## config.mk

```make
export PLATFORM = sky130hd
export DESIGN_NAME = wb_arbiter_flat
export DESIGN_NICKNAME = d
export VERILOG_FILES = /design/src/rtl/wb_arbiter_if.sv /design/src/rtl/wb_arbiter.sv /design/src/flat_wrapper.sv
export SDC_FILE = /design/constraint.sdc
export NUM_CORES = 1
export LEC_CHECK = 0
export ABC_AREA = 1
export BUFFER_PORTS_ARGS = -buffer_cell sky130_fd_sc_hd__buf_2
export CAP_MARGIN = 20
export CORE_ASPECT_RATIO = 0.9
export CORE_MARGIN = 2
export CORE_UTILIZATION = 59
export CTS_BUF_LIST = sky130_fd_sc_hd__clkbuf_8 sky130_fd_sc_hd__clkbuf_16
export DETAILED_ROUTE_END_ITERATION = 12
export PLACE_DENSITY = 0.93
export SYNTH_ARGS = -nofsm -noshare
export SYNTH_HDL_FRONTEND = slang
export SYNTH_SLANG_ARGS = --single-unit
```

## constraint.sdc

```tcl
create_clock -name clk -period 3.67 [get_ports clk]
set_input_delay 0.367 -clock clk [delete_from_list [all_inputs] [get_ports clk]]
set_output_delay 0.367 -clock clk [all_outputs]
set_load 0.03 [all_outputs]
```

## src/rtl/wb_arbiter_if.sv

```systemverilog
// Register-file writeback bus shared by the main pipeline, the multi-cycle unit and the arbiter.
// mdu_valid/mdu_ready: a result transfers on a rising edge where both are 1; the producer holds it until then.
interface wb_arbiter_if #(
  parameter int DEPTH = 4
);
  localparam int CW = $clog2(DEPTH) + 1;

  logic          pipe_we;
  logic [4:0]    pipe_addr;
  logic [31:0]   pipe_data;
  logic          mdu_valid;
  logic          mdu_ready;
  logic [4:0]    mdu_addr;
  logic [31:0]   mdu_data;
  logic          rf_we;
  logic [4:0]    rf_addr;
  logic [31:0]   rf_data;
  logic [4:0]    fwd_addr;
  logic          fwd_hit;
  logic [31:0]   fwd_data;
  logic [CW-1:0] pend_count;

  modport slave (
    input  pipe_we, pipe_addr, pipe_data, mdu_valid, mdu_addr, mdu_data, fwd_addr,
    output mdu_ready, rf_we, rf_addr, rf_data, fwd_hit, fwd_data, pend_count
  );

  modport master (
    output pipe_we, pipe_addr, pipe_data, mdu_valid, mdu_addr, mdu_data, fwd_addr,
    input  mdu_ready, rf_we, rf_addr, rf_data, fwd_hit, fwd_data, pend_count
  );
endinterface

```

## src/rtl/wb_arbiter.sv

```systemverilog
// Writeback arbiter: the pipeline always wins the register-file port; MDU results wait in a
// small FIFO whose entries are killed when a younger pipeline write hits the same register.
module wb_arbiter #(
  parameter int DEPTH = 4
) (
  input  logic         clk,
  input  logic         rst,
  wb_arbiter_if.slave  bus
);
  localparam int PW = $clog2(DEPTH);
  localparam int CW = PW + 1;

  logic [4:0]       q_addr [DEPTH];
  logic [31:0]      q_data [DEPTH];
  logic [DEPTH-1:0] q_valid;
  logic [DEPTH-1:0] q_kill;
  logic [PW-1:0]    head;
  logic [PW-1:0]    tail;
  logic [CW-1:0]    count;

  logic pipe_act;
  logic mdu_xfer;
  logic mdu_drop;
  logic pop;
  logic bypass;
  logic enq;

  assign bus.mdu_ready  = (count < CW'(DEPTH));
  assign bus.pend_count = count;

  always_comb begin
    pipe_act = bus.pipe_we && (bus.pipe_addr != 5'd0);
    mdu_xfer = bus.mdu_valid && bus.mdu_ready;
    // A same-cycle pipe write to the same register is younger, so the MDU value is stale.
    mdu_drop = (bus.mdu_addr == 5'd0) || (pipe_act && (bus.pipe_addr == bus.mdu_addr));
    pop      = !rst && !pipe_act && (count != '0);
    bypass   = !rst && !pipe_act && (count == '0) && mdu_xfer && !mdu_drop;
    enq      = !rst && mdu_xfer && !mdu_drop && !bypass;
  end

  always_comb begin
    bus.rf_we   = 1'b0;
    bus.rf_addr = 5'd0;
    bus.rf_data = 32'd0;
    if (!rst && pipe_act) begin
      bus.rf_we   = 1'b1;
      bus.rf_addr = bus.pipe_addr;
      bus.rf_data = bus.pipe_data;
    end else if (pop) begin
      bus.rf_we   = !q_kill[head];
      bus.rf_addr = q_addr[head];
      bus.rf_data = q_data[head];
    end else if (bypass) begin
      bus.rf_we   = 1'b1;
      bus.rf_addr = bus.mdu_addr;
      bus.rf_data = bus.mdu_data;
    end
  end

  // Walk oldest to youngest so the last live match is the youngest value.
  always_comb begin
    logic [PW-1:0] idx;
    idx          = '0;
    bus.fwd_hit  = 1'b0;
    bus.fwd_data = 32'd0;
    for (int i = 0; i < DEPTH; i++) begin
      idx = head + PW'(i);
      if (q_valid[idx] && !q_kill[idx] && (bus.fwd_addr != 5'd0) &&
          (q_addr[idx] == bus.fwd_addr)) begin
        bus.fwd_hit  = 1'b1;
        bus.fwd_data = q_data[idx];
      end
    end
  end

  always_ff @(posedge clk or posedge rst) begin
    if (rst) begin
      head    <= '0;
      tail    <= '0;
      count   <= '0;
      q_valid <= '0;
      q_kill  <= '0;
    end else begin
      for (int i = 0; i < DEPTH; i++) begin
        if (pipe_act && q_valid[i] && (q_addr[i] == bus.pipe_addr)) q_kill[i] <= 1'b1;
      end
      if (pop) begin
        q_valid[head] <= 1'b0;
        head          <= head + PW'(1);
      end
      if (enq) begin
        q_valid[tail] <= 1'b1;
        q_kill[tail]  <= 1'b0;
        tail          <= tail + PW'(1);
      end
      count <= count + CW'(enq) - CW'(pop);
    end
  end

  always_ff @(posedge clk) begin
    if (enq) begin
      q_addr[tail] <= bus.mdu_addr;
      q_data[tail] <= bus.mdu_data;
    end
  end
endmodule

```

## src/flat_wrapper.sv

```systemverilog
// flat-port wrapper written by rule: the top's interface ports become plain ports
module wb_arbiter_flat 
#(
  parameter int DEPTH = 4
)
  (clk, rst, bus_pipe_we, bus_pipe_addr, bus_pipe_data, bus_mdu_valid, bus_mdu_addr, bus_mdu_data, bus_fwd_addr, bus_mdu_ready, bus_rf_we, bus_rf_addr, bus_rf_data, bus_fwd_hit, bus_fwd_data, bus_pend_count);
  wb_arbiter_if #(.DEPTH(DEPTH)) bus_i ();
  input  logic clk;
  input  logic rst;
  input wire logic [$bits(bus_i.pipe_we)-1:0] bus_pipe_we;
  input wire logic [$bits(bus_i.pipe_addr)-1:0] bus_pipe_addr;
  input wire logic [$bits(bus_i.pipe_data)-1:0] bus_pipe_data;
  input wire logic [$bits(bus_i.mdu_valid)-1:0] bus_mdu_valid;
  input wire logic [$bits(bus_i.mdu_addr)-1:0] bus_mdu_addr;
  input wire logic [$bits(bus_i.mdu_data)-1:0] bus_mdu_data;
  input wire logic [$bits(bus_i.fwd_addr)-1:0] bus_fwd_addr;
  output wire logic [$bits(bus_i.mdu_ready)-1:0] bus_mdu_ready;
  output wire logic [$bits(bus_i.rf_we)-1:0] bus_rf_we;
  output wire logic [$bits(bus_i.rf_addr)-1:0] bus_rf_addr;
  output wire logic [$bits(bus_i.rf_data)-1:0] bus_rf_data;
  output wire logic [$bits(bus_i.fwd_hit)-1:0] bus_fwd_hit;
  output wire logic [$bits(bus_i.fwd_data)-1:0] bus_fwd_data;
  output wire logic [$bits(bus_i.pend_count)-1:0] bus_pend_count;
  assign bus_i.pipe_we = bus_pipe_we;
  assign bus_i.pipe_addr = bus_pipe_addr;
  assign bus_i.pipe_data = bus_pipe_data;
  assign bus_i.mdu_valid = bus_mdu_valid;
  assign bus_i.mdu_addr = bus_mdu_addr;
  assign bus_i.mdu_data = bus_mdu_data;
  assign bus_i.fwd_addr = bus_fwd_addr;
  assign bus_mdu_ready = bus_i.mdu_ready;
  assign bus_rf_we = bus_i.rf_we;
  assign bus_rf_addr = bus_i.rf_addr;
  assign bus_rf_data = bus_i.rf_data;
  assign bus_fwd_hit = bus_i.fwd_hit;
  assign bus_fwd_data = bus_i.fwd_data;
  assign bus_pend_count = bus_i.pend_count;
  wb_arbiter #(.DEPTH(DEPTH)) u_core (.clk(clk), .rst(rst), .bus(bus_i));
endmodule
```

==> insert_results.sql <==
INSERT INTO impl_metrics (metric_group, metric, value, unit) VALUES
('outcome', 'run_status', 'finished, final reports clean', ''),
('worst_setup_path', 'crit_path_frequent_cell', 'sky130_fd_sc_hd__nand2_1', ''),
('routing', 'routedWlPerCell', '17.2', 'um'),
('synthesis', 'seq_area_frac_synth', '42.5', '%'),
('routing', 'dr.pass1.iters', '8', ''),
('worst_setup_path', 'cp_data_required_time', '3300', 'ps'),
('sta', 'timing.setup.tns', '0', 'ps'),
('cells_and_area', 'most_common_library_cell_in_the_layout_ignoring_fill_and_taps', 'sky130_fd_sc_hd__nand2_1', ''),
('sta', 'fin_crit_sh', '99.0', '%'),
('routing', 'drt-vias-per-instance', '5.94', ''),
('power', 'clockPowerShare', '17.3', '%'),
('power', 'p_leak', '6.15', 'nW'),
('floorplanning', 'core_area', '19000', 'um^2'),
('place', 'place_congestion', '0.932', ''),
('clock_tree', 'tritoncts', 'done', ''),
('routing', 'num_vias', '11762', ''),
('routing', 'wl', '34.2', 'mm'),
('synthesis', 'yosysWarnings', '0', ''),
('cells_and_area', 'mostFrequentLayoutCells', '528 x sky130_fd_sc_hd__nand2_1, 218 x sky130_fd_sc_hd__o21ai_0, 207 x sky130_fd_sc_hd__nor2_1', ''),
('flow_run', 'max_cap_viol_count', '0', ''),
('sta', 'final.setup_skew', '14.8', 'ps'),
('routing', 'remaining_drc_errors', '0', ''),
('sta', 'maxSlewViolCount', '0', ''),
('power', 'totalPowerFinal', '9.89', 'mW'),
('routing', 'wl_met1', '12.4', 'mm'),
('worst_setup_path', 'critical_path.startpoint_type', 'flip-flop', ''),
('cells_and_area', 'layoutNonFillerInstCount', '1981', ''),
('synthesis', 'synth_fp_nets', '1705', ''),
('sta', 'timing.max_slew.rel_slack', '48.1', '%'),
('synthesis', 'post_synth_inst_count', '1611', ''),
('floorplanning', 'die_area', '20300', 'um^2'),
('global_route', 'track_usage', '32.0', '%'),
('clock_tree', 'cts.htree.levels', '4', ''),
('floorplanning', 'fp.dieH', '136', 'um'),
('floorplanning', 'top_level_ports', '158', ''),
('cells_and_area', 'layout-drive-gt1-share', '13.6', '%'),
('cells_and_area', 'flow.area_growth_from_synthesis', '14.7', '%'),
('floorplanning', 'floorplan.rows', '48', ''),
('clock_tree', 'clock_sinks', '163', ''),
('worst_setup_path', 'critPathBufInv', '3', ''),
('clock_tree', 'clock_insertion_delay_worst_skew', '440', 'ps'),
('worst_setup_path', 'crit_path_max_incr_delay', '470', 'ps'),
('synthesis', 'share_of_the_synthesized_area_in_the_top_cell_type', '39.2', '%'),
('worst_setup_path', 'critPathMaxFanout', '111', ''),
('floorplanning', 'floorplan.initialDensity', '59.6', '%'),
('routing', 'routed-wl-met2', '16.2', 'mm'),
('cells_and_area', 'final.fill_count', '1446', ''),
('worst_setup_path', 'cp_data_arrival_time', '3260', 'ps'),
('routing', 'dr_wl_met3', '4.08', 'mm'),
('worst_setup_path', 'critical-path-slowest-cell', 'sky130_fd_sc_hd__dfrtp_4', ''),
('global_route', 'grt_first_pass_wirelength', '51.2', 'mm'),
('synthesis', 'synthDominantAreaCellType', 'sky130_fd_sc_hd__edfxtp_1', ''),
('sta', 'fmax', '275', 'MHz'),
('power', 'p_int', '4.91', 'mW'),
('global_route', 'grt_antenna_before_repair', '0', ''),
('synthesis', 'netlist_area', '11300', 'um^2'),
('global_route', 'grt-ovfl-total', '0', ''),
('global_route', 'grt_max_degree', '222', ''),
('sta', 'tightestPinTransition', '778', 'ps'),
('synthesis', 'synth.area.top_cells', 'sky130_fd_sc_hd__edfxtp_1 39%, sky130_fd_sc_hd__nand2_1 17%, sky130_fd_sc_hd__o21ai_0 9.6%', ''),
('power', 'vdd.ir_drop.worst', '0.000510', 'V'),
('place', 'dp.final_hpwl', '20.8', 'mm'),
('clock_tree', 'cts-root-to-sink-buffers', '2', ''),
('power', 'swShare', '50.4', '%'),
('clock_tree', 'post-cts-setup-buffer-count', '0', ''),
('clock_tree', 'cts_inserted_buffers', '17', ''),
('cells_and_area', 'finalNetCount', '1812', ''),
('routing', 'detailedRoute.firstIterationViolations', '1516', ''),
('sta', 'timing.final.hold_violations', '0', ''),
('power', 'power_density', '761', 'nW/um^2'),
('cells_and_area', 'insertedDiodeCount', '0', '');
==> layout make-up <==
class | count | area [um^2] | area share, %
well taps | 250 | 313 | 2.40
repair buffers | 187 | 1180 | 9.10
clock inverters | 15 | 133 | 1.02
clock buffers | 17 | 425 | 3.27
flip-flops and latches | 163 | 4820 | 37.1
multi-input cells | 1219 | 5640 | 43.3
inverters | 130 | 493 | 3.79
==> stage by stage <==
| stage | setup slack, ps | instance area, um^2 | utilization (%) |
|---|---|---|---|
| finish | 38.2 | 13000 | 68.3 |
| global route | -114 | 13000 | 68.3 |
| CTS | 85.1 | 12900 | 67.8 |
| detailed placement | 567 | 12300 | 64.8 |
| global placement | 668 | 12300 | 64.8 |
| floorplan | 219 | 11300 | - |
==> power groups by stage <==
stage,Sequential [mW],Combinational (mW),Clock [mW]
after floorplan,2.39,4.09,0
after global placement,2.38,5.12,0
after detailed placement,2.39,5.34,0
after CTS,2.35,5.41,1.70
after global routing,2.38,6.32,1.80
final,2.37,5.81,1.71
==> cell usage after synthesis, drive strengths merged <==
cell type / instances
nor4: 1
nand2: 528
o22ai: 3
nor3: 7
dfrtp: 15
or2: 2
nor2: 215
clkinv: 1
mux2i: 32
xnor2: 7
a211oi: 4
xor2: 17
buf: 59
edfxtp: 148
nand3: 139
o21ai: 237
clkbuf: 40
a21oi: 6
ha: 10
fa: 1
nand3b: 2
nand4: 7
a21boi: 1
inv: 129
==> registers in the layout, summed over array words and instances, names as in the netlist <==
name / cells
u_core.head: 2
u_core.bus.pend_count: 3
u_core.q_valid: 4
u_core.q_addr: 20
u_core.q_kill: 4
u_core.q_data: 128
u_core.tail: 2
==> what timing repair did <==
| action | in CTS | in global routing |
|---|---|---|
| gates resized for setup | 0 | 11 |
| hold endpoints to repair | 3 | 0 |
| setup endpoints to repair | 0 | 33 |
| hold buffers | 1 | 0 |
==> worst paths after layout <==
check                      depth (start not counted)                            endpoint  slack, ps                                from
min in group asynchronous                          3  u_core.bus.pend_count[0]$_DFF_PP0_        410                                 rst
max                                               15                    bus_fwd_data[28]         40          u_core.head[0]$_DFFE_PP0P_
min reg2reg                                        2          u_core.q_kill[3]$_DFF_PP0_        550          u_core.q_kill[3]$_DFF_PP0_
min                                                1      u_core.q_data[3][25]$_DFFE_PP_        160                    bus_mdu_data[25]
max reg2reg                                        9  u_core.bus.pend_count[2]$_DFF_PP0_       1050  u_core.bus.pend_count[2]$_DFF_PP0_
max in group asynchronous                          4          u_core.head[0]$_DFFE_PP0P_       2800                                 rst
==> cells by family (layout without fill, tap and decap cells) <==
group | Yosys count | after routing | synth area share [%]
muxes | 32 | 32 | 2.82
adders and majority gates | 11 | 11 | 1.28
and+or+nand+nor | 901 | 901 | 31.8
DFF | 163 | 163 | 42.5
buffers and inverters | 229 | 349 | 8.55
AOI/OAI and AO/OA | 251 | 251 | 11.2
xor gates and xnor gates | 24 | 24 | 1.85
==> per-layer routing <==
layer  track usage [%]  up-vias
li1                  -     5476
met1              39.0     5240
met2              54.8      858
met3              6.09      188
met4              15.0        0
met5                 0        -
Note: power is estimated with default switching activity, not from simulation.
